**src/rtl/riscv_run_ctrl.sv**
```systemverilog
// Run controller and instruction-memory loader behind the AXI4-Lite register slave.
// Turns level-type software controls into write strobes, a core reset/run handshake and counters.
module riscv_run_ctrl #(
  parameter int unsigned ADDR_W = 10
) (
  input  logic              s00_axi_aclk,
  input  logic              s00_axi_aresetn,
  input  logic              w_mem_reset_n,
  input  logic              w_run_pc_in,
  input  logic [31:0]       w_slv_reg1,
  input  logic [31:0]       w_slv_reg2,
  input  logic [31:0]       w_slv_reg3,
  output logic              imem_we,
  output logic [ADDR_W-1:0] imem_addr,
  output logic [31:0]       imem_wdata,
  output logic              core_rst_n,
  output logic              core_run,
  output logic [1:0]        state,
  output logic              err,
  output logic [15:0]       wr_count,
  output logic [31:0]       cycle_cnt
);

  localparam logic [1:0] StIdle = 2'd0;
  localparam logic [1:0] StArm  = 2'd1;
  localparam logic [1:0] StRun  = 2'd2;
  localparam logic [1:0] StHalt = 2'd3;

  logic              tog_prev_q;
  logic              run_prev_q;
  logic [1:0]        state_q, state_d;
  logic              we_q, we_d;
  logic [ADDR_W-1:0] addr_q, addr_d;
  logic [31:0]       wdata_q, wdata_d;
  logic              err_q, err_d;
  logic [15:0]       wr_count_q, wr_count_d;
  logic [31:0]       cycle_cnt_q, cycle_cnt_d;
  logic              core_rst_n_q;
  logic              core_run_q;

  logic              tog_evt;
  logic              run_rise;
  logic              run_fall;
  logic              addr_ok;
  logic              accept;
  logic              limit_hit;
  logic [15:0]       limit;
  logic [14:0]       unused_reg3;

  assign unused_reg3 = w_slv_reg3[15:1];

  always_comb begin
    tog_evt   = w_slv_reg3[0] ^ tog_prev_q;
    run_rise  = w_run_pc_in & ~run_prev_q;
    run_fall  = ~w_run_pc_in & run_prev_q;
    limit     = w_slv_reg3[31:16];
    addr_ok   = (w_slv_reg1[1:0] == 2'b00) && (w_slv_reg1[31:ADDR_W+2] == '0);
    accept    = tog_evt && (state_q == StIdle) && w_mem_reset_n && addr_ok;
    // Compared one ahead so the run window closes after exactly LIMIT active cycles.
    limit_hit = (limit != 16'd0) &&
                (({1'b0, cycle_cnt_q} + 33'd1) == {17'd0, limit});
  end

  always_comb begin
    state_d     = state_q;
    we_d        = 1'b0;
    addr_d      = addr_q;
    wdata_d     = wdata_q;
    err_d       = err_q;
    wr_count_d  = wr_count_q;
    cycle_cnt_d = cycle_cnt_q;

    if (accept) begin
      we_d       = 1'b1;
      addr_d     = w_slv_reg1[ADDR_W+1:2];
      wdata_d    = w_slv_reg2;
      wr_count_d = wr_count_q + 16'd1;
    end else if (tog_evt) begin
      err_d = 1'b1;
    end

    case (state_q)
      StIdle: begin
        cycle_cnt_d = '0;
        if (run_rise) state_d = StArm;
      end
      StArm: begin
        cycle_cnt_d = '0;
        state_d     = StRun;
      end
      StRun: begin
        if (cycle_cnt_q != 32'hFFFF_FFFF) cycle_cnt_d = cycle_cnt_q + 32'd1;
        if (run_fall || limit_hit) state_d = StHalt;
      end
      StHalt: begin
        // Resume keeps the core out of reset; only the counter restarts.
        if (run_rise) begin
          cycle_cnt_d = '0;
          state_d     = StRun;
        end
      end
      default: state_d = StIdle;
    endcase

    if (!w_mem_reset_n) begin
      state_d     = StIdle;
      we_d        = 1'b0;
      err_d       = 1'b0;
      wr_count_d  = '0;
      cycle_cnt_d = '0;
    end
  end

  always_ff @(posedge s00_axi_aclk) begin
    if (!s00_axi_aresetn) begin
      tog_prev_q   <= 1'b0;
      run_prev_q   <= 1'b0;
      state_q      <= StIdle;
      we_q         <= 1'b0;
      addr_q       <= '0;
      wdata_q      <= '0;
      err_q        <= 1'b0;
      wr_count_q   <= '0;
      cycle_cnt_q  <= '0;
      core_rst_n_q <= 1'b0;
      core_run_q   <= 1'b0;
    end else begin
      tog_prev_q   <= w_slv_reg3[0];
      run_prev_q   <= w_run_pc_in;
      state_q      <= state_d;
      we_q         <= we_d;
      addr_q       <= addr_d;
      wdata_q      <= wdata_d;
      err_q        <= err_d;
      wr_count_q   <= wr_count_d;
      cycle_cnt_q  <= cycle_cnt_d;
      core_rst_n_q <= (state_d != StIdle);
      core_run_q   <= (state_d == StRun);
    end
  end

  assign imem_we    = we_q;
  assign imem_addr  = addr_q;
  assign imem_wdata = wdata_q;
  assign core_rst_n = core_rst_n_q;
  assign core_run   = core_run_q;
  assign state      = state_q;
  assign err        = err_q;
  assign wr_count   = wr_count_q;
  assign cycle_cnt  = cycle_cnt_q;

endmodule

```
**config.mk**
```make
export PLATFORM = sky130hd
export DESIGN_NAME = riscv_run_ctrl
export DESIGN_NICKNAME = d
export VERILOG_FILES = /design/src/rtl/riscv_run_ctrl.sv
export SDC_FILE = /design/constraint.sdc
export NUM_CORES = 1
export LEC_CHECK = 0
export ABC_AREA = 1
export BUFFER_PORTS_ARGS = -buffer_cell sky130_fd_sc_hd__clkbuf_2
export CORE_UTILIZATION = 38
export CTS_BUF_LIST = sky130_fd_sc_hd__clkbuf_8 sky130_fd_sc_hd__clkbuf_16
export CTS_CLUSTER_DIAMETER = 60
export DETAILED_ROUTE_END_ITERATION = 8
export GPL_TIMING_DRIVEN = 0
export PLACE_DENSITY = 0.66
export SETUP_SLACK_MARGIN = 0.2
export SLEW_MARGIN = 30
export SYNTH_ARGS = -nofsm -noshare
export SYNTH_HDL_FRONTEND = slang
export SYNTH_SLANG_ARGS = --single-unit
```
**constraint.sdc**
```tcl
create_clock -name s00_axi_aclk -period 4.3 [get_ports s00_axi_aclk]
set_input_delay 0.86 -clock s00_axi_aclk [delete_from_list [all_inputs] [get_ports s00_axi_aclk]]
set_output_delay 0.86 -clock s00_axi_aclk [all_outputs]
set_load 0.01 [all_outputs]
```
* Word-level counts from Yosys, hierarchy flattened
Cells that the tools add are included.
Word-level totals: register bits after elaboration 98, output and inout port bits 96, word-level logic and storage cells 52, bits of input ports 100
Operators by class: $add $sub $neg 3, muxes and demuxes 9, equal/unequal tests 8, bitwise logic cells 6, reductions and logical operators 15
Operators with widths (number):
- one-hot mux 32 bit (3 select lines) | 1
- 2-to-1 mux 32 bit | 2
- adder 32 x 1 -> 33 bit, second input constant | 1
- equality test 33 x 16 -> 1 bit | 1
- adder 32 x 1 -> 32 bit, second input constant | 1
- != test 32 bit, second input constant | 1
- logical NOT 20 bit | 1
- adder 16 x 1 -> 16 bit, second input constant | 1
- nonzero test 16 bit | 1
- 2-to-1 mux 2 bit | 4
- one-hot mux 2 bit (4 select lines) | 1
- equality test 2 bit, second input constant | 3
- AND reduction 2 bit | 3
- logical AND 1 bit | 5
- logical NOT 2 bit | 2
- != test 2 bit, second input constant | 2
- NOT 1 bit | 3
- AND 1 bit | 2
- equality test 2 x 1 -> 1 bit, second input constant | 1
- nonzero test 2 bit | 1
- OR reduction 2 bit | 1
- logical OR 1 bit | 1
- 2-to-1 mux 1 bit | 1
- XOR 1 bit | 1

* Depth between registers and ports, before layout
depth after elaboration 8, depth in mapped cells 17, gate-level depth less buffers 17

* Worst setup path before layout
OpenSTA, ideal clock, no wires.
path kind input port to flip-flop, from in w_slv_reg1[28], to reg wr_count_q[13], in the netlist wr_count[13], path buffers 0, arrival 2.087 ns, stages on the path 12, data required time 4.187 ns, setup slack 2.100 ns, library setup time 0.113 ns, cells stage by stage nor2_1 nand2_1 nor4_1 nand2_1 inv_2 nand3_1 nor2_1 nand2_1 nor2_1 nand2_1 nand2_1 nor2_1
Between the ends: longest elaborated chain between the ends 3
Ends and longest elaborated chain:
- start, declared | RTL line 10 | input logic [31:0] w_slv_reg1,
- logical NOT 20 bit | RTL line 57 | addr_ok = (w_slv_reg1[1:0] == 2'b00) && (w_slv_reg1[31:ADDR_W+2] == '0);
- logical AND 1 bit | RTL line 57
- logical AND 1 bit | RTL line 58 | accept = tog_evt && (state_q == StIdle) && w_mem_reset_n && addr_ok;
- end signal, assigned | RTL line 135 | wr_count_q <= wr_count_d;
- end, declared | RTL line 36 | logic [15:0] wr_count_q, wr_count_d;
Every way passes these cells. A chain may end at the register's enable or synchronous reset.

* Worst setup path in the final report
from reg cycle_cnt_q[0], in the netlist cycle_cnt[0], to reg core_run_q, in the netlist core_run
Between the ends: longest elaborated chain between the ends 8
Ends and longest elaborated chain:
- start, declared | RTL line 37 | logic [31:0] cycle_cnt_q, cycle_cnt_d;
- start signal, assigned | RTL line 136 | cycle_cnt_q <= cycle_cnt_d;
- adder 32 x 1 -> 33 bit | RTL line 61 | (({1'b0, cycle_cnt_q} + 33'd1) == {17'd0, limit});
- equality test 33 x 16 -> 1 bit | RTL line 61
- logical AND 1 bit | RTL line 60 | limit_hit = (limit != 16'd0) &&
- logical OR 1 bit | RTL line 93 | if (run_fall || limit_hit) state_d = StHalt;
- 2-to-1 mux 2 bit | RTL line 93
- one-hot mux 2 bit (4 select lines) | RTL line 82 | case (state_q)
- 2-to-1 mux 2 bit | RTL line 105 | if (!w_mem_reset_n) begin
- equality test 2 bit | RTL line 138 | core_run_q <= (state_d == StRun);
- end signal, assigned | RTL line 138
- end, declared | RTL line 39 | logic core_run_q;
Every way passes these cells.

==> reports/qor.csv <==
metric;value;unit
first_global_vias;5604;
synth_area_per_cell;6.43;um^2
cts_hold_buf;0;
hold_viol;0;
synth_seq_cells;98;
antenna_found_initial;0;
synth-seq-area-share;36.7;%
synth_warnings;0;
overflow;0;
synth-edff-count;0;
clk_latency;0.36;ns
coreArea;0.0135;mm^2
area_delta_synth_final;26.9;%
synth.distinct_cells;33;
worst_ep_required_time;4.54;ns
syn_inst;831;
synth_compound_area_share;11.4;%
setup-tns-final;0;ns
crit_family;simple AND/OR/NAND/NOR gates;
synth_top_area_share;36.7;%
timing.critical_path.from_type;register;
crit_path_end_kind;register;
num_vias;5934;
clkSinkCount;98;
clk_pin_slew;0.07;ns
synth_flop_cell;dfxtp_1;
power_leakage;2.99;nW
critPathMaxFanout;5;
grt_max_degree;20;
place_congestion;0.907;
rsz0062_at_grt;no;
chipHeight;121;um
ios;196;
grt_pass1_wl;26700;um
synth_top_area_cell;dfxtp_1;
clock_skew;0.00688;ns
cts_buffers;9;
cts_root_buf;clkbuf_16;
htreeDepth;3;
ys_top_cells_by_area;dfxtp_1 37%, nand2_1 12%, nor2_1 11%, inv_1 7.0%, nand3_1 5.7%;
worst_path_max_delay_cell;dfxtp_1;
fin_util;50.4;%
cts_tree;done;
synth-xor-area-share;2.90;%
die_w;121;um
synthSimpleGateAreaFrac;39.4;%
final_layout_size_suffix_gt1_share;22.3;%
cap_violations;0;
synth_area;0.00534;mm^2
finalNetCount;1123;
wirelength;16400;um
p_per_area;281;mW/mm^2
hold_path.class;reg -> reg;
worstPathCellList;ha_1 > nand3_1 > nor2_2 > inv_2 > nor2_1 > nand2_1 > nand2_1 > nand2_2 > nor2_1 > nand2_1 > nor2_2 > nand2_1 > nor2_1 > nand2_1 > nand2_1 > a21oi_1;
io_buffer_count;179;
synth_top_family_by_area;simple AND/OR/NAND/NOR gates;
detailed_place_hpwl;12900;um
slowest_delay;0.42;ns
drtIter0Drc;359;
cts.path.max_buffers;2;
ir_worst_vdd;0.243;mV
finalCritPeriodShare;60.2;%
route.detailed.drc;0;
synthArstFlopShare;0;%
ctsResizeCount;0;
ant_nets;0;
post-cts-setup-buffers;0;
wl_per_cell;13.6;um
setup_viol;0;
start_util;39.7;%
avgViaCountPerCell;4.94;
synth_fa_ha_area_share;0.468;%
drv_slew;0;
antenna_cells;0;
slew-limit-headroom;57.7;%
outcome;finished, final reports clean;
dieArea;0.0145;mm^2
syn_nets;933;
cp.arrival;2.83;ns
place_ws;1.64;ns
grt_usage;23.2;%
crit_buf_inv;1;
fmax;0.386;GHz
drtPass1Iterations;6;
cp_common_cell;nand2_1;
path_class;reg -> reg;
worst_pin_slew;0.635;ns
period_needed;2.59;ns
num_rows;42;
synth_mux_area_share;0;%
setup_slack;1.71;ns
==> cells by family (layout without fill, tap and decap cells) <==
group | count (synthesis) | in the layout
and+or+nand+nor | 473 | 473
buffers and inverters | 127 | 322
AOI/OAI and AO/OA | 115 | 115
DFF | 98 | 98
xor gates and xnor gates | 16 | 16
adders and majority gates | 2 | 2
==> final cells by class <==
cell class              instances  area (um^2)
inverters                     101          379
plain buffers                  26          103
fillers                      1448         6680
clock inverters                 7         93.8
flip-flops and latches         98         1960
repair buffers                179          896
well taps                     176          220
multi-input cells             606         2900
clock buffers                   9          225
==> cell usage in the layout, fill, tap and decap left out, drive strengths merged <==
master,count
clkinv,1
bufinv,1
a21oi,42
nor4,7
clkbuf,206
nand3b,8
or2,2
ha,2
nand2,179
xor2,9
nor3b,2
xnor3,1
a211oi,10
nor2b,1
nor3,6
nand4,29
buf,8
o21bai,1
a31oi,4
nor2,176
clkinvlp,1
inv,105
and3,1
o21a,1
o21ai,57
dfxtp,98
xnor2,6
nand3,62
==> power breakdown <==
group / internal [mW] / leakage, nW / switching, mW
Sequential: 0.909 / 0.790 / 0.00192
Combinational: 0.0502 / 2.04 / 0.0655
Clock: 0.469 / 0.153 / 0.406
==> routing by layer <==
layer	wire length [um]	GRT usage, %
met3	1420	6.98
met4	197	5.71
met1	7030	28.3
met2	7710	39.8
met5	0	0
==> sequential cells by signal, indices dropped and copies added, names as in the netlist <==
| signal | count |
|---|---|
| state | 2 |
| imem_wdata | 32 |
| tog_prev_q | 1 |
| run_prev_q | 1 |
| err | 1 |
| core_rst_n | 1 |
| imem_we | 1 |
| core_run | 1 |
| imem_addr | 10 |
| cycle_cnt | 32 |
| wr_count | 16 |
==> stage by stage <==
stage / hold WS (ns) / total power, mW / std cells / cell area [um^2]
final: 0.486 / 1.90 / 1202 / 6780
after global routing: 0.516 / 1.97 / 1202 / 6780
after CTS: 0.488 / 1.92 / 1202 / 6780
after detailed placement: 0.470 / 1.05 / 1186 / 6460
after global placement: 0.462 / 1.05 / 1186 / 6460
after floorplan: 0.504 / 0.988 / 831 / 5340
==> cell usage after synthesis, types with 2 or more instances <==
master / count
a31oi_1: 4
nand3b_1: 8
o21ai_0: 57
buf_2: 4
nor4_1: 7
nand3_1: 61
nor2_2: 9
a21oi_1: 42
inv_2: 2
buf_1: 4
xor2_1: 9
a211oi_1: 10
nor3_1: 6
nor2_4: 5
nor2_1: 161
xnor2_1: 6
inv_1: 99
nand4_1: 29
nand2_1: 170
ha_1: 2
dfxtp_1: 98
nand2_2: 8
clkbuf_1: 18
nor3b_1: 2
or2_2: 2
==> worst min-delay path: cells and delay by family, from the launching register on <==
kind | cells | cell delay (ns)
DFF | 1 | 0.33
and+or+nand+nor | 2 | 0.13
==> final timing paths <==
kind                                                 start                          to  slack [ns]  cells after the start
worst min-delay path            imem_wdata[8]$_SDFFE_PN0P_  imem_wdata[8]$_SDFFE_PN0P_        0.49                      2
worst max-delay path             cycle_cnt[0]$_SDFFE_PN0P_         core_run$_SDFF_PN0_        1.71                     16
worst min register to register  imem_wdata[8]$_SDFFE_PN0P_  imem_wdata[8]$_SDFFE_PN0P_        0.49                      2
worst max register to register   cycle_cnt[0]$_SDFFE_PN0P_         core_run$_SDFF_PN0_        1.71                     16
No activity file was read; power rests on OpenSTA's default activity.
